`config.mk`:
```
export PLATFORM = sky130hd
export DESIGN_NAME = ns_stats_sampler
export DESIGN_NICKNAME = d
export VERILOG_FILES = /design/src/rtl/ns_stats_sampler.sv
export SDC_FILE = /design/constraint.sdc
export NUM_CORES = 2
export LEC_CHECK = 0
export BUFFER_PORTS_ARGS = -buffer_cell sky130_fd_sc_hd__buf_2
export CAP_MARGIN = 20
export CORE_MARGIN = 3
export CORE_UTILIZATION = 25
export CTS_BUF_LIST = sky130_fd_sc_hd__clkbuf_2 sky130_fd_sc_hd__clkbuf_4 sky130_fd_sc_hd__clkbuf_8
export DETAILED_ROUTE_END_ITERATION = 10
export PLACE_DENSITY = 0.51
export REMOVE_ABC_BUFFERS = 1
export SLEW_MARGIN = 10
export SYNTH_ARGS = -nofsm -noshare
export SYNTH_HDL_FRONTEND = slang
export SYNTH_SLANG_ARGS = --single-unit
```
`constraint.sdc`:
```
create_clock -name clk -period 31.1 [get_ports clk]
set_input_delay 3.11 -clock clk [delete_from_list [all_inputs] [get_ports clk]]
set_output_delay 3.11 -clock clk [all_outputs]
set_load 0.05 [all_outputs]
```
`src/rtl/ns_stats_sampler.sv`:
```
// Periodic sampler for a bank of packet counters: captures all counters on a
// programmable interval, computes deltas and streams one record per interval.
module ns_stats_sampler #(
    parameter int          N_CH  = 4,
    parameter logic [15:0] MAGIC = 16'hC0DE
) (
    input  logic                 clk,
    input  logic                 areset,
    input  logic                 enable,
    input  logic [31:0]          interval,
    input  logic [32*N_CH-1:0]   ch_len4160,
    input  logic [32*N_CH-1:0]   ch_bad,
    input  logic [32*N_CH-1:0]   ch_other,
    output logic [31:0]          axis_out_tdata,
    output logic                 axis_out_tvalid,
    input  logic                 axis_out_tready,
    output logic                 axis_out_tlast,
    output logic                 busy,
    output logic [15:0]          seq_num,
    output logic [31:0]          overruns
);

    localparam int NW    = 3 * N_CH;
    localparam int RLEN  = NW + 1;
    localparam int IDX_W = $clog2(RLEN);

    typedef enum logic [2:0] {
        S_IDLE    = 3'd0,
        S_ARM     = 3'd1,
        S_WAIT    = 3'd2,
        S_CAPTURE = 3'd3,
        S_SEND    = 3'd4
    } state_t;

    state_t             state_q, state_d;
    logic [31:0]        timer_q, timer_d;
    logic [15:0]        seq_q, seq_d;
    logic [15:0]        seq_num_q, seq_num_d;
    logic [31:0]        ovr_q, ovr_d;
    logic [IDX_W-1:0]   idx_q, idx_d;
    logic [31:0]        tdata_q, tdata_d;
    logic               tvalid_q, tvalid_d;
    logic               tlast_q, tlast_d;
    logic               busy_q, busy_d;
    logic [31:0]        base_q  [NW];
    logic [31:0]        base_d  [NW];
    logic [31:0]        delta_q [NW];
    logic [31:0]        delta_d [NW];

    logic [31:0]        live_s [NW];
    logic [31:0]        reload_s;
    logic [31:0]        timer_tick_s;
    logic [31:0]        ovr_inc_s;
    logic               expire_s;

    // Flatten the live counters into record order: per channel len, bad, other.
    always_comb begin
        for (int k = 0; k < N_CH; k++) begin
            live_s[3*k]     = ch_len4160[32*k +: 32];
            live_s[3*k + 1] = ch_bad[32*k +: 32];
            live_s[3*k + 2] = ch_other[32*k +: 32];
        end
    end

    // An interval of zero behaves like one: the timer reloads to zero every cycle.
    assign reload_s     = (interval == 32'd0) ? 32'd0 : (interval - 32'd1);
    assign expire_s     = (timer_q == 32'd0);
    assign timer_tick_s = expire_s ? reload_s : (timer_q - 32'd1);
    assign ovr_inc_s    = (ovr_q == 32'hFFFF_FFFF) ? ovr_q : (ovr_q + 32'd1);

    // Next-state, timer, capture and stream word sequencing.
    always_comb begin
        state_d   = state_q;
        timer_d   = timer_q;
        seq_d     = seq_q;
        seq_num_d = seq_num_q;
        ovr_d     = ovr_q;
        idx_d     = idx_q;
        tdata_d   = tdata_q;
        tvalid_d  = tvalid_q;
        tlast_d   = tlast_q;
        base_d    = base_q;
        delta_d   = delta_q;

        case (state_q)
            S_IDLE: begin
                if (enable) begin
                    state_d = S_ARM;
                end else begin
                    state_d = S_IDLE;
                end
            end
            S_ARM: begin
                base_d  = live_s;
                timer_d = reload_s;
                seq_d   = 16'd0;
                state_d = S_WAIT;
            end
            S_WAIT: begin
                if (!enable) begin
                    state_d = S_IDLE;
                end else if (expire_s) begin
                    timer_d = reload_s;
                    state_d = S_CAPTURE;
                end else begin
                    timer_d = timer_q - 32'd1;
                end
            end
            S_CAPTURE: begin
                timer_d = timer_tick_s;
                if (expire_s) begin
                    ovr_d = ovr_inc_s;
                end else begin
                    ovr_d = ovr_q;
                end
                for (int i = 0; i < NW; i++) begin
                    delta_d[i] = live_s[i] - base_q[i];
                end
                base_d    = live_s;
                seq_num_d = seq_q;
                seq_d     = seq_q + 16'd1;
                tdata_d   = {MAGIC, seq_q};
                tvalid_d  = 1'b1;
                tlast_d   = 1'b0;
                idx_d     = {IDX_W{1'b0}};
                state_d   = S_SEND;
            end
            S_SEND: begin
                // The timer keeps running; an expiry here drops that capture.
                timer_d = timer_tick_s;
                if (expire_s) begin
                    ovr_d = ovr_inc_s;
                end else begin
                    ovr_d = ovr_q;
                end
                if (tvalid_q && axis_out_tready) begin
                    if (idx_q == IDX_W'(RLEN - 1)) begin
                        tvalid_d = 1'b0;
                        tlast_d  = 1'b0;
                        state_d  = enable ? S_WAIT : S_IDLE;
                    end else begin
                        idx_d   = idx_q + {{(IDX_W-1){1'b0}}, 1'b1};
                        tdata_d = delta_q[idx_q];
                        tlast_d = (idx_q == IDX_W'(RLEN - 2));
                    end
                end else begin
                    idx_d = idx_q;
                end
            end
            default: begin
                state_d  = S_IDLE;
                tvalid_d = 1'b0;
                tlast_d  = 1'b0;
            end
        endcase

        busy_d = (state_d != S_IDLE);
    end

    // State and datapath registers; reset clears everything including the stream.
    always_ff @(posedge clk or posedge areset) begin
        if (areset) begin
            state_q   <= S_IDLE;
            timer_q   <= 32'd0;
            seq_q     <= 16'd0;
            seq_num_q <= 16'd0;
            ovr_q     <= 32'd0;
            idx_q     <= {IDX_W{1'b0}};
            tdata_q   <= 32'd0;
            tvalid_q  <= 1'b0;
            tlast_q   <= 1'b0;
            busy_q    <= 1'b0;
            for (int i = 0; i < NW; i++) begin
                base_q[i]  <= 32'd0;
                delta_q[i] <= 32'd0;
            end
        end else begin
            state_q   <= state_d;
            timer_q   <= timer_d;
            seq_q     <= seq_d;
            seq_num_q <= seq_num_d;
            ovr_q     <= ovr_d;
            idx_q     <= idx_d;
            tdata_q   <= tdata_d;
            tvalid_q  <= tvalid_d;
            tlast_q   <= tlast_d;
            busy_q    <= busy_d;
            base_q    <= base_d;
            delta_q   <= delta_d;
        end
    end

    assign axis_out_tdata  = tdata_q;
    assign axis_out_tvalid = tvalid_q;
    assign axis_out_tlast  = tlast_q;
    assign busy            = busy_q;
    assign seq_num         = seq_num_q;
    assign overruns        = ovr_q;

endmodule

```
==> flow_summary.ini <==
[clock_tree]
ctsLongestPathBuffers = 3
ctsResizeCount = 0
cts_tree = built
post_cts_buffers = 0
clk_latency_ns = 0.93
path_clk_slew_ns = 0.06
root_buffer = clkbuf_8
holdBufCountCts = 0
cts_inserted_buffers = 179
clock_sinks = 906
htree_num_levels = 4

[critical_path]
critPathMaxStageDelay_ns = 0.81
arrival_ns = 7.15
reg2reg_from = state_q[0]
worst_r2r_endpoint = base_q[379]
worst-path-buf-inv = 6
reg2reg_slack_ns = 26.12
crit_required_ns = 32.02
cp_max_fo = 111
start_kind = primary input
criticalPathCategory = primary input to async pin
slowest_stage = buf_4
endpoint_kind = async pin
reg2reg_depth = 6
worstPathCellList = buf_2 > inv_8 > buf_4 > buf_4 > buf_4 > buf_4
crit_family = buffers and inverters
crit_path_frequent_cell = buf_4

[hold_path]
whs_endpoint = delta_q[130]
min_path_type = register to register
hold_depth = 2
min_from = delta_q[130]

[pwr]
clockPowerShare_pct = 18.8
max-vdd-ir-drop_mv = 0.0549
power.switching_w = 0.00317
p_seq_share_pct = 28.5
combPwrFrac_pct = 52.6
power_density_mw_per_mm2 = 109
intPower_w = 0.00394
leakage_nw = 30.2
swShare_pct = 44.6

[floorplan]
io_pins = 503
die_y_um = 478
start_util_pct = 25.3
rows = 172
coreArea_mm2 = 0.221
dieArea_mm2 = 0.229
die_x_um = 478

[logic_synthesis]
syn_area_mm2 = 0.0557
synth_top_family_by_area = compound AO/OA/AOI/OAI gates
synthAdderAreaFrac_pct = 8.92
synth-simple-area-share_pct = 14.3
synth-seq-area-share_pct = 40.7
synthDistinctLibCells = 87
synthMuxAreaShare_pct = 4.67
ys_warn_count = 0
synth-edff-count = 0
synth_compound_area_share_pct = 20.6
synth_xor_xnor_area_share_pct = 5.97
ys.flop_type = dfrtp_1
syn_avg_cell_area_um2 = 8.85
ys_ff_latch = 906
ys_async_sr_fraction_pct = 100
syn_inst = 6298

[timing]
finClkSkew_ns = 0.0453
worst_slew_pin_slew_ns = 1.03
setup_tns_ns = 0
setup_viol = 0
fmax_ghz = 0.160
rsz0062_at_grt = no
hold_viol = 0
final.min_clock_period_ns = 6.23
fin_ws_ns = 24.87
fin_crit_sh_pct = 20.0
drv_slew = 0
slew_headroom_pct = 29.5

[place]
place_hpwl_um = 147000
place_ws_ns = 23.52
gp_congestion = 0.880
port_buffers = 502

[drt]
dr.pass1.iters = 6
drt-wirelength-per-cell_um = 19.3
drt-met1-wl_um = 85600
highest_layer = met5
wl_met3_um = 12500
drt-initial-drc-count = 3239
totalWireLength_um = 192000
wl_met2_um = 87300
vias_per_cell = 4.73
drc = 0
via_count = 46900
ant_nets = 0

[layout]
final_common_cell = nand2_1
final_cell_mix = nand2_1 (1117), o21ai_0 (993), dfrtp_1 (903)
drive_gt1_share_pct = 15.0
num-fill-cells = 23400
fin_nets = 7572
area_growth_pct = 17.5

[global_route]
grt_max_degree = 208
grt_pass1_wl_um = 286000
antenna_found_initial = 110
grt_usage_pct = 16.3
grt_pass1_vias = 46100
grt_overflow = 0

[outcome]
status = completed

[job]
cap_violations = 0
## how the worst max path moves through the flow
stage	from	endpoint	slack [ns]	cells after the start
floorplan	state_q[0]	delta_q[60]	-32.98	3
global placement	areset	base_q[286]	23.53	6
detailed placement	areset	base_q[287]	23.52	6
CTS	areset	base_q[379]	24.54	6
global route	areset	base_q[325]	24.26	6
finish	areset	base_q[325]	24.87	6
## metal layers
metal,vias to the layer above,global-route usage [%]
li1,23000,-
met1,22300,21.3
met2,1190,26.7
met3,361,3.98
met4,44,4.91
met5,-,0
## cell type report
class / count / area [um2] / area share, %
clock inverter: 30 / 304 / 0.464
tap: 2958 / 3700 / 5.65
timing repair buffer: 550 / 2960 / 4.52
inverter: 453 / 1710 / 2.61
antenna: 42 / 105 / 0.161
multi-input combinational: 4672 / 30400 / 46.4
sequential: 906 / 22700 / 34.6
clock buffer: 293 / 3640 / 5.57
## sequential cells by signal (all words and copies together) (netlist names)
signal / cells
seq_q: 16
busy: 1
axis_out_tlast: 1
state_q: 3
seq_num: 16
axis_out_tdata: 32
axis_out_tvalid: 1
delta_q: 384
overruns: 32
timer_q: 32
idx_q: 4
base_q: 384
## power by group through the flow
stage | clock [W] | sequential, W | combinational (W)
2_1_floorplan | 0 | 0.00207 | 0.00287
3_3_place_gp | 0 | 0.00204 | 0.00371
3_5_place_dp | 0 | 0.00205 | 0.00375
4_1_cts | 0.00139 | 0.00203 | 0.00377
5_1_grt | 0.00144 | 0.00209 | 0.00420
6_report | 0.00134 | 0.00203 | 0.00374
## tightest hold or removal path, cell delays in order (launching register included)
cell	delay [ns]
dfrtp_1	0.33
nand2_1	0.05
o21ai_0	0.06
## stage by stage
step | util [%] | hold slack [ns] | power, W | instance area, um2 | instances
after global placement | 27.8 | 0.447 | 0.00574 | 61300 | 9534
after detailed placement | 27.8 | 0.461 | 0.00580 | 61300 | 9535
final | 29.7 | 0.472 | 0.00711 | 65500 | 9904
after CTS | 29.6 | 0.477 | 0.00720 | 65300 | 9858
after floorplan | - | 0.433 | 0.00494 | 54700 | 6031
after global routing | 29.7 | 0.489 | 0.00774 | 65400 | 9874
## cells in the mapped netlist, types with 10 or more instances
master    instances  area [um2]
nand2_1        1118        4200
o21ai_0         994        4970
dfrtp_1         906       22700
inv_1           452        1700
ha_1            378        4730
a21oi_1         330        1650
clkbuf_1        239         897
nor2_1          229         860
xnor2_1         203        1780
a21o_1          184        1380
xor2_1          177        1550
mux4_2           96        2160
nor3_1           80         400
nand3_1          66         330
o21a_1           59         443
nand2b_1         54         338
a211oi_1         48         360
a31oi_1          47         294
and3_1           46         288
o211ai_1         45         338
nor2b_1          43         269
nand4_1          42         263
o31ai_1          40         300
o21bai_1         39         293
mux2i_1          34         340
or3_1            26         163
buf_1            24        90.1
and2_1           21         131
o31a_1           17         149
nand3b_1         15         113
or2_2            15        93.8
a21boi_0         12        90.1
a22o_1           12         105
fa_1             12         240
a221o_1          10         100
nor4_1           10        62.6
## kinds of logic after synthesis
kind of cell               Yosys count
adders and majority gates          390
AOI/OAI and AO/OA                 1948
DFF                                906
and+or+nand+nor                   1815
buffers and inverters              720
muxes                              139
xor gates and xnor gates           380
Power figures use the tool's default switching activity.
